## src/rtl/add_accum_unit.sv

```systemverilog
// Add/subtract/accumulate/clear unit with a one-entry registered result stage and valid/ready handshake.
// Optional build macro ADD_ACC_SATURATE_EN: accumulator clamps at all-ones on overflow instead of wrapping.
module add_accum_unit #(
  parameter int WIDTH = 4,
  parameter int ACC_W = 8
) (
  input  logic             clk,
  input  logic             rst_n,
  input  logic             in_valid,
  output logic             in_ready,
  input  logic [1:0]       op,
  input  logic [WIDTH-1:0] a,
  input  logic [WIDTH-1:0] b,
  output logic             out_valid,
  input  logic             out_ready,
  output logic [ACC_W-1:0] res,
  output logic [ACC_W-1:0] acc,
  output logic             ovf
);

  typedef enum logic [1:0] {
    OP_ADD = 2'b00,
    OP_SUB = 2'b01,
    OP_ACC = 2'b10,
    OP_CLR = 2'b11
  } op_e;

  typedef enum logic {
    ST_EMPTY = 1'b0,
    ST_FULL  = 1'b1
  } state_e;

  state_e           state_q, state_d;
  logic [ACC_W-1:0] res_q, res_d;
  logic [ACC_W-1:0] acc_q, acc_d;
  logic             ovf_q, ovf_d;

  logic             accept;
  logic [WIDTH:0]   add_sum;
  logic [WIDTH:0]   sub_diff;
  logic [ACC_W:0]   acc_sum;
  logic             acc_carry;
  logic [ACC_W-1:0] acc_next;

  // The output stage can take a new result whenever it is empty or is being drained this cycle.
  assign in_ready = (state_q == ST_EMPTY) || out_ready;
  assign accept   = in_valid && in_ready;

  // One extra bit keeps the carry of ADD and the borrow of SUB (mod 2^(WIDTH+1)).
  assign add_sum   = {1'b0, a} + {1'b0, b};
  assign sub_diff  = {1'b0, a} - {1'b0, b};
  assign acc_sum   = {1'b0, acc_q} + (ACC_W+1)'(a);
  assign acc_carry = acc_sum[ACC_W];

`ifdef ADD_ACC_SATURATE_EN
  assign acc_next = acc_carry ? {ACC_W{1'b1}} : acc_sum[ACC_W-1:0];
`else
  assign acc_next = acc_sum[ACC_W-1:0];
`endif

  always_comb begin
    // NOTE: every variable gets a default first so no path leaves it unassigned (no latch).
    state_d = state_q;
    res_d   = res_q;
    acc_d   = acc_q;
    ovf_d   = ovf_q;

    case (state_q)
      ST_EMPTY: if (accept) state_d = ST_FULL;
      ST_FULL:  if (out_ready && !accept) state_d = ST_EMPTY;
      default:  state_d = ST_EMPTY;
    endcase

    // Operands are only looked at on accept, so a stalled source may change them freely.
    if (accept) begin
      case (op_e'(op))
        OP_ADD: res_d = ACC_W'(add_sum);
        OP_SUB: res_d = ACC_W'(sub_diff);
        OP_ACC: begin
          acc_d = acc_next;
          res_d = acc_next;
          if (acc_carry) ovf_d = 1'b1;
        end
        OP_CLR: begin
          acc_d = '0;
          ovf_d = 1'b0;
          res_d = '0;
        end
        default: res_d = res_q;
      endcase
    end
  end

  always_ff @(posedge clk) begin
    // NOTE: reset is synchronous and takes priority over any accept in the same cycle.
    if (!rst_n) begin
      state_q <= ST_EMPTY;
      res_q   <= '0;
      acc_q   <= '0;
      ovf_q   <= 1'b0;
    end else begin
      // NOTE: non-blocking assignments so every register samples pre-edge values.
      state_q <= state_d;
      res_q   <= res_d;
      acc_q   <= acc_d;
      ovf_q   <= ovf_d;
    end
  end

  assign out_valid = (state_q == ST_FULL);
  assign res       = res_q;
  assign acc       = acc_q;
  assign ovf       = ovf_q;

endmodule

```

## config.mk

```make
export PLATFORM = sky130hd
export DESIGN_NAME = add_accum_unit
export DESIGN_NICKNAME = d
export VERILOG_FILES = /design/src/rtl/add_accum_unit.sv
export SDC_FILE = /design/constraint.sdc
export NUM_CORES = 1
export LEC_CHECK = 0
export CAP_MARGIN = 5
export CORE_MARGIN = 3
export CORE_UTILIZATION = 47
export DETAILED_ROUTE_END_ITERATION = 16
export PLACE_DENSITY = 0.83
export SYNTH_ARGS = -nofsm -noshare
export SYNTH_HDL_FRONTEND = slang
export SYNTH_SLANG_ARGS = --single-unit
```

## constraint.sdc

```tcl
create_clock -name clk -period 2.9 [get_ports clk]
set_clock_uncertainty 0.2 [all_clocks]
set_input_delay 0.29 -clock clk [delete_from_list [all_inputs] [get_ports clk]]
set_output_delay 0.29 -clock clk [all_outputs]
set_load 0.01 [all_outputs]
```

==> flow_summary.yaml <==
die:
  row_count: 17
  die_y_um: 56.8
  ioPinCount: 33
  dieArea_mm2: 0.00322
  core_area_mm2: 0.00232
  floorplan.initialDensity_pct: 52.2
  die_width_um: 56.8
drt:
  drtPass1Iterations: 4
  vias: 1168
  drtIter0Drc: 14
  wl_um: 3010
  wl_per_cell_um: 14.3
  avgViaCountPerCell: 5.54
  ant_nets: 0
  drc: 0
timing:
  tightest_slew_ps: 289
  rsz0062_at_grt: "no"
  finalCritPeriodShare_pct: 90.4
  maxSlewViolCount: 0
  hold_viol: 0
  post-route-min-period_ps: 2620
  setup_violations: 0
  fmax_mhz: 381
  slew_headroom_pct: 80.7
logic_synthesis:
  syn_area_mm2: 0.00121
  ys_seq_area_share_pct: 29.8
  synth_edf_count: 0
  synth.avg_cell_area_um2: 8.18
  syn_nets: 173
  synthDistinctLibCells: 41
  synthTopCellsByArea: "dfxtp_1 30%, ha_1 9.3%, nor2_1 5.3%, a21oi_1 4.5%, xor2_1 3.6%"
  synth-seq-cells: 18
  post-synth-top-count-cell: "dfxtp_1"
  yosys_warnings: 0
  synthArstFlopShare_pct: 0
  synth_cells: 148
  synth_common_cells: "18 x dfxtp_1, 17 x nor2_1, 11 x a21oi_1, 11 x nand2_1, 9 x ha_1"
  synth_top_area_share_pct: 29.8
  ys.flop_type: "dfxtp_1"
  synth.largest_area_cell: "dfxtp_1"
layout:
  fin_cells: 211
  fin_area_mm2: 0.00159
  post-route-util_pct: 68.4
  area_growth_pct: 30.9
  final.fill_count: 209
  drive_gt1_share_pct: 9.29
  antenna_cells: 0
  finalNetCount: 210
power_and_ir_drop:
  vdd_ir_drop_max_v: 0.000286
  p_per_area_mw_per_mm2: 348
  finalPower_uw: 552
  p_leak_nw: 0.610
min_path:
  holdPathEnd: "res[5]$_SDFFE_PN0P_"
  hold_path.class: "register to register"
  min_from: "res[5]$_SDFFE_PN0P_"
  worstHoldPathCells: 2
setup_path:
  crit_type: "input pin to register"
  r2r-end: "acc[6]$_SDFFE_PN0P_"
  reg2reg_depth: 8
  worst-path-max-fanout: 3
  cp-start-kind: "input pin"
  endpoint_kind: "register"
  cp.required_ps: 2930
  r2r-start: "acc[0]$_SDFFE_PN0P_"
  reg2reg_slack_ps: 640
  cp_data_arrival_time_ps: 2660
clocking:
  post_cts_buffers: 0
  cts_tree: "built"
  clock_latency_ps: 290
  cts-resized-gates: 0
  cts_max_level: 1
  cts-hold-fix-buffers: 0
  path_clk_slew_ps: 100
  cts_made_buffers: 3
  cts_root_buffer: "clkbuf_4"
  numClockSinks: 18
  cts.path.max_buffers: 2
placement:
  place_congestion: 0.775
  place_hpwl_um: 2470
  placement.cell_area_mm2: 0.00156
  portBuffers: 32
  dp_cells: 208
global_route:
  antenna_found_initial: 0
  grt_max_degree: 17
  track_usage_pct: 20.3
  first_global_vias: 1172
  grt_pass1_wl_um: 5170
  grt-ovfl-total: 0
outcome:
  outcome: "finished clean"
run:
  drv_cap: 0
==> stage by stage <==
stage	hold slack [ps]	worst slack, ps	setup TNS (ps)
after floorplan	217	398	0
after global placement	250	94.2	0
after detailed placement	253	-28.8	-28.8
after CTS	267	282	0
after global routing	293	95.3	0
final	263	277	0
==> layer usage <==
| metal | global-route usage [%] | wire length, µm | part of all wire, % | vias up |
|---|---|---|---|---|
| met5 | 0 | 0 | 0 | - |
| met4 | 9.27 | 108 | 3.6 | 0 |
| met3 | 3.45 | 120 | 4.0 | 8 |
| met2 | 35.8 | 1500 | 50 | 29 |
| met1 | 23.8 | 1280 | 42 | 539 |
| li1 | - | - | - | 592 |
==> cells in the final DEF, fill, tap and decap left out, drive strengths merged, types with 2 or more instances in the layout <==
cell type	Yosys	final
a211oi	4	4
a21oi	11	11
a22oi	2	2
and2	3	3
buf	3	5
clkbuf	2	3
clkdlybuf4s50	0	32
dfxtp	18	18
fa	2	2
ha	9	9
inv	9	9
nand2	12	12
nand2b	5	5
nand3	4	4
nor2	18	18
nor2b	5	5
nor3	6	6
o21ai	8	8
or3	2	2
xnor2	4	4
xor2	5	5
==> worst max-delay path by stage <==
stage                      from                  end  slack, ps
after global placement     b[0]  res[3]$_SDFFE_PN0P_         90
after CTS                  b[0]  res[3]$_SDFFE_PN0P_        280
after detailed placement   b[0]  res[3]$_SDFFE_PN0P_        -30
after global routing       b[0]  res[3]$_SDFFE_PN0P_        100
final                      b[0]  res[3]$_SDFFE_PN0P_        280
after floorplan           op[1]  res[3]$_SDFFE_PN0P_        400
==> logic make-up after synthesis <==
family                   after synthesis  synth area share (%)
adder cells (fa/ha/maj)               11                  12.6
XOR/XNOR                               9                  6.51
AND/OR/NAND/NOR                       61                  25.6
flip-flops                            18                  29.8
AO/OA/AOI/OAI                         34                  19.0
buffers and inverters                 15                  6.51
==> worst max-delay path: stages <==
cell and delay, ps:
clkdlybuf4s50_1 490, inv_1 50, ha_1 200, nor2b_1 160, xnor2_1 150, ha_1 280, nor2b_1 140, a221oi_1 300
xor2_1 100, or4_1 410, o21ai_1 80
==> registers in the layout, summed over array words and instances, names as in the netlist <==
name and flops:
acc 8, ovf 1, res 8, out_valid 1
==> layout make-up <==
| class | instances | area (µm²) | area share, % |
|---|---|---|---|
| multi-input combinational | 115 | 772 | 48.7 |
| sequential | 18 | 360 | 22.7 |
| timing repair buffer | 37 | 358 | 22.6 |
| inverter | 10 | 37.5 | 2.37 |
| tap | 28 | 35.0 | 2.21 |
| clock buffer | 3 | 22.5 | 1.42 |
==> power breakdown <==
group          leakage, nW  switching [mW]  internal, mW
combinational        0.450          0.0839        0.0839
sequential           0.147         0.00549         0.256
clock               0.0138          0.0735        0.0483
total                0.610           0.163         0.389
No activity file was read; power rests on OpenSTA's default activity.
